==> config.mk <==
export PLATFORM = sky130hd
export DESIGN_NAME = axis_rr_arbiter_flat
export DESIGN_NICKNAME = d
export VERILOG_FILES = /design/src/rtl/axis_rr_arbiter_pkg.sv /design/src/rtl/axis_rr_arbiter_if.sv /design/src/rtl/axis_rr_arbiter_rr_pick.sv /design/src/rtl/axis_rr_arbiter.sv /design/src/flat_wrapper.sv
export SDC_FILE = /design/constraint.sdc
export NUM_CORES = 1
export LEC_CHECK = 0
export CORE_AREA = 2 2 48 45
export DETAILED_ROUTE_END_ITERATION = 12
export DIE_AREA = 0 0 50 47
export GPL_ROUTABILITY_DRIVEN = 0
export HOLD_SLACK_MARGIN = 0.12
export PLACE_DENSITY = 0.76
export SYNTH_ARGS = -nofsm -noshare
export SYNTH_HDL_FRONTEND = slang
export SYNTH_HIERARCHICAL = 1
export SYNTH_SLANG_ARGS = --single-unit
==> constraint.sdc <==
create_clock -name clk -period 4.7 [get_ports clk]
set_input_delay 0.94 -clock clk [delete_from_list [all_inputs] [get_ports clk]]
set_output_delay 0.94 -clock clk [all_outputs]
set_load 0.01 [all_outputs]
==> src/rtl/axis_rr_arbiter_pkg.sv <==
// Shared types for the AXI-Stream output-stage arbiters.
package axis_arb_pkg;

  typedef enum logic {
    ARB_IDLE   = 1'b0,
    ARB_LOCKED = 1'b1
  } arb_state_t;

  localparam int PACKET_MODE_BEAT   = 0;
  localparam int PACKET_MODE_PACKET = 1;

endpackage

==> src/rtl/axis_rr_arbiter_if.sv <==
// Request/handshake observation bus and mux select outputs of the stream arbiter.
interface axis_rr_arbiter_if #(
  parameter int CHANNEL_NUMBER       = 5,
  parameter int CHANNEL_NUMBER_WIDTH = $clog2(CHANNEL_NUMBER)
);

  logic [CHANNEL_NUMBER-1:0]       req_valid;
  logic                            out_valid;
  logic                            out_ready;
  logic                            out_last;
  logic                            en;
  logic [CHANNEL_NUMBER_WIDTH-1:0] ctrl;
  logic                            busy;

  modport master (
    output req_valid, out_valid, out_ready, out_last,
    input  en, ctrl, busy
  );

  modport slave (
    input  req_valid, out_valid, out_ready, out_last,
    output en, ctrl, busy
  );

endinterface

==> src/rtl/axis_rr_arbiter_rr_pick.sv <==
// Rotating-priority encoder: first set request at or after ptr, wrapping modulo CHANNEL_NUMBER.
// Latency: purely combinational.
// Backpressure: none; reports whatever is requested this cycle.
module rr_pick #(
  parameter int CHANNEL_NUMBER       = 5,
  parameter int CHANNEL_NUMBER_WIDTH = $clog2(CHANNEL_NUMBER)
) (
  input  logic [CHANNEL_NUMBER-1:0]       req,
  input  logic [CHANNEL_NUMBER_WIDTH-1:0] ptr,
  output logic                            any,
  output logic [CHANNEL_NUMBER_WIDTH-1:0] winner
);

  localparam logic [CHANNEL_NUMBER_WIDTH:0] CH_COUNT = CHANNEL_NUMBER[CHANNEL_NUMBER_WIDTH:0];

  logic [CHANNEL_NUMBER-1:0]       rot;
  logic [CHANNEL_NUMBER_WIDTH-1:0] off;
  logic [CHANNEL_NUMBER_WIDTH:0]   sum;

  always_comb begin
    any    = |req;
    // rot[k] is channel (ptr + k) mod N; ptr < N always, so the doubled copy covers the wrap
    rot    = CHANNEL_NUMBER'({req, req} >> ptr);
    off    = '0;
    for (int k = CHANNEL_NUMBER - 1; k >= 0; k--) begin
      if (rot[k]) off = CHANNEL_NUMBER_WIDTH'(k);
    end
    sum    = {1'b0, ptr} + {1'b0, off};
    if (sum >= CH_COUNT) sum = sum - CH_COUNT;
    winner = sum[CHANNEL_NUMBER_WIDTH-1:0];
  end

endmodule

==> src/rtl/axis_rr_arbiter.sv <==
// Packet-aware round-robin select generator (en/ctrl) for the N:1 stream mux.
// Latency: grant visible one cycle after a request; back-to-back re-grant with no bubble.
// Backpressure: grant held through stalls until the releasing handshake (TLAST beat or any beat).
module axis_rr_arbiter
  import axis_arb_pkg::*;
#(
  parameter int CHANNEL_NUMBER       = 5,
  parameter int CHANNEL_NUMBER_WIDTH = $clog2(CHANNEL_NUMBER),
  parameter int PACKET_MODE          = PACKET_MODE_PACKET
) (
  input logic              clk,
  input logic              rst,
  axis_rr_arbiter_if.slave bus
);

  arb_state_t                      state_q, state_d;
  logic [CHANNEL_NUMBER_WIDTH-1:0] ctrl_q, ctrl_d;
  logic [CHANNEL_NUMBER_WIDTH-1:0] ptr_q, ptr_d;
  logic [CHANNEL_NUMBER_WIDTH-1:0] winner;
  logic [CHANNEL_NUMBER_WIDTH-1:0] next_ptr;
  logic                            any;
  logic                            hs;
  logic                            rel;
  logic                            grant;

  rr_pick #(
    .CHANNEL_NUMBER       (CHANNEL_NUMBER),
    .CHANNEL_NUMBER_WIDTH (CHANNEL_NUMBER_WIDTH)
  ) u_pick (
    .req    (bus.req_valid),
    .ptr    (ptr_q),
    .any    (any),
    .winner (winner)
  );

  assign hs       = bus.out_valid & bus.out_ready;
  assign rel      = (PACKET_MODE == PACKET_MODE_PACKET) ? (hs & bus.out_last) : hs;
  assign next_ptr = (winner == CHANNEL_NUMBER_WIDTH'(CHANNEL_NUMBER - 1))
                    ? '0 : winner + CHANNEL_NUMBER_WIDTH'(1);

  always_ff @(posedge clk) begin
    if (rst) begin
      state_q <= ARB_IDLE;
      ctrl_q  <= '0;
      ptr_q   <= '0;
    end else begin
      state_q <= state_d;
      ctrl_q  <= ctrl_d;
      ptr_q   <= ptr_d;
    end
  end

  always_comb begin
    state_d = state_q;
    ctrl_d  = ctrl_q;
    ptr_d   = ptr_q;
    grant   = 1'b0;
    case (state_q)
      ARB_IDLE:   grant = any;
      ARB_LOCKED: begin
        // en stays high through the releasing beat; re-grant in the same cycle avoids a bubble
        if (rel) begin
          if (any) grant = 1'b1;
          else     state_d = ARB_IDLE;
        end
      end
      default:    state_d = ARB_IDLE;
    endcase
    if (grant) begin
      state_d = ARB_LOCKED;
      ctrl_d  = winner;
      ptr_d   = next_ptr;
    end
  end

  assign bus.en   = (state_q == ARB_LOCKED);
  assign bus.busy = (state_q == ARB_LOCKED);
  assign bus.ctrl = ctrl_q;

endmodule

==> src/flat_wrapper.sv <==
// flat-port wrapper written by rule: the top's interface ports become plain ports
module axis_rr_arbiter_flat import axis_arb_pkg::*;
#(
  parameter int CHANNEL_NUMBER       = 5,
  parameter int CHANNEL_NUMBER_WIDTH = $clog2(CHANNEL_NUMBER),
  parameter int PACKET_MODE          = PACKET_MODE_PACKET
)
  (clk, rst, bus_req_valid, bus_out_valid, bus_out_ready, bus_out_last, bus_en, bus_ctrl, bus_busy);
  axis_rr_arbiter_if #(.CHANNEL_NUMBER(CHANNEL_NUMBER), .CHANNEL_NUMBER_WIDTH(CHANNEL_NUMBER_WIDTH)) bus_i ();
  input logic clk;
  input logic rst;
  input wire logic [$bits(bus_i.req_valid)-1:0] bus_req_valid;
  input wire logic [$bits(bus_i.out_valid)-1:0] bus_out_valid;
  input wire logic [$bits(bus_i.out_ready)-1:0] bus_out_ready;
  input wire logic [$bits(bus_i.out_last)-1:0] bus_out_last;
  output wire logic [$bits(bus_i.en)-1:0] bus_en;
  output wire logic [$bits(bus_i.ctrl)-1:0] bus_ctrl;
  output wire logic [$bits(bus_i.busy)-1:0] bus_busy;
  assign bus_i.req_valid = bus_req_valid;
  assign bus_i.out_valid = bus_out_valid;
  assign bus_i.out_ready = bus_out_ready;
  assign bus_i.out_last = bus_out_last;
  assign bus_en = bus_i.en;
  assign bus_ctrl = bus_i.ctrl;
  assign bus_busy = bus_i.busy;
  axis_rr_arbiter #(.CHANNEL_NUMBER(CHANNEL_NUMBER), .CHANNEL_NUMBER_WIDTH(CHANNEL_NUMBER_WIDTH), .PACKET_MODE(PACKET_MODE)) u_core (.clk(clk), .rst(rst), .bus(bus_i));
endmodule
* Yosys cells after proc, flatten, opt, wreduce, memory -nomap -nowiden
Cells that the tools add are included.
** Storage, ports and cells
- Bits in registers :: 7
- Output and inout port bits :: 5
- Logic and storage cells :: 26
** Operators by class
- Add/sub/neg operators :: 3
- Order comparisons :: 1
- Eq/ne operators :: 1
- Shifts and indexed selects :: 1
- Muxes and demuxes :: 13
- Bitwise operators :: 3
- Reduce and logical (&&, ||, !) cells :: 1
** Operators by type and width (number)
- $mux W3 :: 7
- $shr A10 B3 Y5 :: 1
- $mux W1 :: 5
- $reduce_or A5 Y1 :: 1
- $add A3 B3 Y4 :: 1
- $ge A4 B3 Y1 const B :: 1
- $add A3 B1 Y3 const B :: 1
- $eq A3 B3 Y1 const B :: 1
- $sub A3 B3 Y3 const B :: 1
- $and A1 B1 Y1 :: 2
- $pmux W1 S2 :: 1
- $not A1 Y1 :: 1

* Logic depth before layout (Yosys ltp)
- Word-level depth :: 11
- Mapped depth :: 20

* By module
Netlist, hierarchy kept.
** Modules (own cells, without submodules)
- rr_pick :: times used 1, cells an instance 65, area an instance 514.2 um2
- axis_rr_arbiter :: times used 1, cells an instance 40, area an instance 342.8 um2

* Worst setup path before layout
No wires, ideal clock.
- Path type :: input-to-reg
- From :: input port bus_req_valid[4]
- To :: register u_core.ptr_q[2]
- Data arrival time :: 4.071 ns
- Data required time :: 4.622 ns
- Slack :: 0.551 ns
- Cell stages on the path :: 18
- Cell sequence :: or4b_1 nand4_1 o41a_1 o21ai_1 o21ai_1 ha_1 fa_1 inv_1 ha_1 nor2b_1 o21ai_1 a211oi_2 xnor2_1 inv_1 ha_1 nor3b_1 a221oi_1 nor3_1
** On the way
- Word-level cells in the longest chain between the ends :: 11
- Elaborated cells between the ends (all ways) :: 17
** Ends and longest elaborated chain
- from (decl) :: line flat_wrapper.sv:12 : input wire logic [$bits(bus_i.req_valid)-1:0] bus_req_valid;
- $shr A10 B3 Y5 * :: line axis_rr_arbiter_rr_pick.sv:23 : rot = CHANNEL_NUMBER'({req, req} >> ptr);
- $mux W3 (4 in series) :: line axis_rr_arbiter_rr_pick.sv:26 : if (rot[k]) off = CHANNEL_NUMBER_WIDTH'(k);
- $mux W3 * :: line axis_rr_arbiter_rr_pick.sv:26
- $add A3 B3 Y4 * :: line axis_rr_arbiter_rr_pick.sv:28 : sum = {1'b0, ptr} + {1'b0, off};
- $ge A4 B3 Y1 :: line axis_rr_arbiter_rr_pick.sv:29 : if (sum >= CH_COUNT) sum = sum - CH_COUNT;
- $mux W3 * :: line axis_rr_arbiter_rr_pick.sv:29
- named net u_core.winner[0] :: line axis_rr_arbiter.sv:19 : logic [CHANNEL_NUMBER_WIDTH-1:0] winner;
- $add A3 B1 Y3 / $eq A3 B3 Y1 (equally long branches) :: line axis_rr_arbiter.sv:39, axis_rr_arbiter.sv:38
- $mux W3 * :: line axis_rr_arbiter.sv:39 : ? '0 : winner + CHANNEL_NUMBER_WIDTH'(1);
- to (signal assigned) :: line axis_rr_arbiter.sv:49 : ptr_q <= ptr_d;
- to (decl) :: line axis_rr_arbiter.sv:18 : logic [CHANNEL_NUMBER_WIDTH-1:0] ptr_q, ptr_d;
The timed path passes the listed nets; every way through them passes the cells marked *.
A chain may end at the register's enable or synchronous reset.

* Final worst setup path
- From :: input port bus_req_valid[3]
- To :: register u_core.ptr_q[2]
The elaborated chain is that of the path after synthesis.

==> reports/qor.txt <==
Status -> finished clean
Ys Warns -> 6
Worst-path maximum fanout -> 5
Sequential power share -> 14.4%
Detailed placement HPWL -> 1680 um
Total number of vias -> 916
Power share of the combinational group -> 78.1%
Residual DRC -> 0
Die Y -> 47 um
Clk_lat worst skew -> 0.25 ns
ANT nets after route -> 0
First-pass GRT wire length -> 3740 um
# IOs -> 15
Slowest cell on the critical path -> fa_1
CP cell instances -> clkdlybuf4s50_1 > buf_4 > mux2i_1 > a21oi_1 > o21ai_1 > o21ai_1 > ha_2 > fa_1 > inv_2 > ha_1 > nor2b_4 > o21ai_1 > a211oi_2 > buf_4 > xnor2_1 > inv_1 > ha_1 > nor3b_2 > a221oi_2 > nor3_1
Cell count after synthesis -> 105
Critical path arrival -> 4.68 ns
Num rows -> 15
Least-Margin Pin Slew -> 0.598 ns
# fillers -> 177
Internal reg-to-reg setup slack -> 0.52 ns
DR vias/cell -> 5.73
H-tree depth -> 1
Post-route setup TNS -> 0 ns
Hold buffer count at CTS -> 0
Unrepaired setup endpoints after global routing -> no
Worst path required time -> 4.87 ns
Flip-flop and latch area -> 140 sq um
CTS tree -> done
Internal cell power -> 403 uW
Max-slew headroom -> 60.1%
Gr ovfl total -> 0
Initial core utilization -> 46.1%
Pwr Density -> 624 mW/mm^2
CP most frequent cell -> o21ai_1
Worst hold stages -> 2
Setup Viol. Count Final -> 0
Fin Clk Skew -> 0.000467 ns
Clock transition at path regs -> 0.05 ns
Largest net degree at the start of global routing -> 17
1st-pass router iterations -> 4
CP Launch Type -> primary input
Post-synth top area cell -> dfxtp_1
Crit path buf inv count -> 5
NetSw -> 331 uW
Longest Clk Path Bufs -> 2
EDFF count, synth -> 0
1st-iter DRT viols -> 23
Area fraction of the dominant cell type after synthesis -> 16.4%
Placed Instance Area -> 0.00109 sq mm
Layout cells sized above 1 -> 25.9%
Net Sw Frac -> 45.1%
Clk sinks -> 7
CTS Buf Count -> 3
Critical R2R Launch -> u_core/ptr_q[2]$_SDFFE_PP0P_
CP endpoint kind -> flip-flop
Reg2reg path depth -> 19
Crit share post-route -> 96.0%
Die Width -> 50 um
Post-synthesis sequential area ratio -> 16.4%
#FFs+latches synth -> 7
Crit-path leading delay family -> adder cells
Peak supply drop -> 0.412 mV
Hold Crit Class -> flip-flop to flip-flop
Post-synth cell types -> 41
Area delta synth->final -> 37.4%
Post-Syn Area -> 857 sq um
Cell count after placement -> 153
Minimum clock period -> 4.51 ns
Vias in the first global route -> 859
Reg2reg end -> u_core/ptr_q[2]$_SDFFE_PP0P_
MaxCap Viol Count -> 0
Clock share of power -> 7.5%
Max-slew violations -> 0
Port bufs -> 14
Final nets -> 154
Post-synth ARST share -> 0%
Final hold viol count -> 0
Syn avg cell area -> 8.16 sq um
Initial antenna violation count -> 0
DIE AREA -> 0.00235 sq mm
Routed wire length -> 2310 um
GRT Util Overall -> 20.6%
CTS root buf -> clkbuf_4
Pleak -> 0.452 nW
Primary FF master, synth -> dfxtp_1
Ant. Diodes -> 0
Fmax -> 0.222 GHz
Core area -> 0.00186 sq mm
Hold Path Sink -> u_core/bus.ctrl[1]$_SDFFE_PP0P_
Synth top area cells -> dfxtp_1 16%, ha_1 10%, a21oi_1 6.4%, nand3_1 3.5%, nor2_1 3.5%
Post-Syn Nets -> 123
Total power -> 734 uW
Critical Path Max Stage Delay -> 0.57 ns
Multi-input gate area -> 693 sq um
Setup Crit Path Kind -> primary input to flip-flop
Non-Filler Instances -> 160
Worst Min Path Start -> u_core/bus.ctrl[1]$_SDFFE_PP0P_
Post-route cell area -> 0.00118 sq mm
Average routed wire per standard cell -> 14.4 um
-- layout by cell type, fill, tap and decap left out, types with 2 or more instances in the layout --
cell type / count
nand3_1: 6
nand2b_1: 2
clkdlybuf4s50_1: 14
clkbuf_4: 3
nor3b_2: 2
nor4b_1: 2
ha_2: 2
dfxtp_1: 7
ha_1: 5
nor2_1: 8
buf_4: 16
inv_1: 5
a21oi_1: 10
nor3b_1: 2
nor3_1: 4
xnor2_1: 3
o21ai_1: 4
nand2_1: 4
o21ai_0: 3
o211ai_1: 4
nand4bb_1: 2
-- layout make-up --
type                            count  area share [%]
Sequential cell                     7            11.9
Multi-Input combinational cell     87            58.9
Timing Repair Buffer               30            22.1
Clock buffer                        4            2.23
Inverter                            7            2.23
Tap cell                           25            2.66
-- flip-flops by register name, indices dropped and copies added (netlist names) --
signal and flops:
u_core/bus.busy 1, u_core/bus.ctrl 3, u_core/ptr_q 3
-- Yosys cell counts, types with 2 or more instances --
library cell  count
nand3_1           6
buf_6             2
o21ai_1           4
inv_1             6
xnor2_1           3
o21ai_0           4
nor4b_1           2
a21oi_1          11
nor3b_1           4
mux2i_1           2
nand4bb_1         2
o211ai_1          4
nand2_1           4
nand2b_1          2
nor2_1            8
ha_1              7
dfxtp_1           7
nor3_1            4
-- tightest hold or removal path, stage by stage (launching register included) --
cell and delay, ns:
dfxtp_1 0.31, nand3_1 0.06, a21oi_1 0.06
-- cell families (layout without fill, tap and decap cells) --
kind of cell	Yosys count	after routing	synth area share, %
xor gates and xnor gates	4	4	4.96
DFF	7	7	16.3
AOI/OAI and AO/OA	29	29	21.5
and+or+nand+nor	41	41	29.2
muxes	5	5	8.47
buffers and inverters	11	41	7.01
adders and majority gates	8	8	12.6
-- layer usage --
metal  vias up  global-route usage (%)  routed length (um)
met5         -                       0                   0
met4         0                    9.44                   0
met3         0                    1.27                 103
met2        24                    34.2                1110
met1       437                    28.1                1100
li1        455                       -                   -
-- metrics by stage --
stage / setup WS [ns] / hold WS, ns / utilization [%]
global placement: -0.0691 / 0.458 / 58.8
finish: 0.188 / 0.476 / 63.4
global route: 0.00462 / 0.493 / 63.4
CTS: 0.0390 / 0.479 / 60.2
detailed placement: -0.214 / 0.469 / 58.8
floorplan: 0.551 / 0.486 / -
-- power by group through the flow --
stage	registers [mW]	clock network, mW	logic (mW)
2_1_floorplan	0.0917	0	0.339
3_3_place_gp	0.105	0	0.455
3_5_place_dp	0.106	0	0.471
4_1_cts	0.105	0.0571	0.475
5_1_grt	0.109	0.0591	0.629
6_report	0.106	0.0547	0.573
-- worst max-delay path by stage --
stage	to	cells past startpoint	from
3_5_place_dp	u_core/ptr_q[2]$_SDFFE_PP0P_	20	bus_req_valid[3]
5_1_grt	u_core/ptr_q[2]$_SDFFE_PP0P_	20	bus_req_valid[4]
4_1_cts	u_core/ptr_q[2]$_SDFFE_PP0P_	20	bus_req_valid[3]
2_1_floorplan	u_core/ptr_q[2]$_SDFFE_PP0P_	18	bus_req_valid[4]
6_report	u_core/ptr_q[2]$_SDFFE_PP0P_	20	bus_req_valid[3]
3_3_place_gp	u_core/ptr_q[2]$_SDFFE_PP0P_	20	bus_req_valid[4]
-- repair_timing --
item	in CTS	in global routing
setup buffers	0	3
resized for setup	0	13
endpoints found under the setup margin	0	5
No activity file was read; power rests on OpenSTA's default activity.
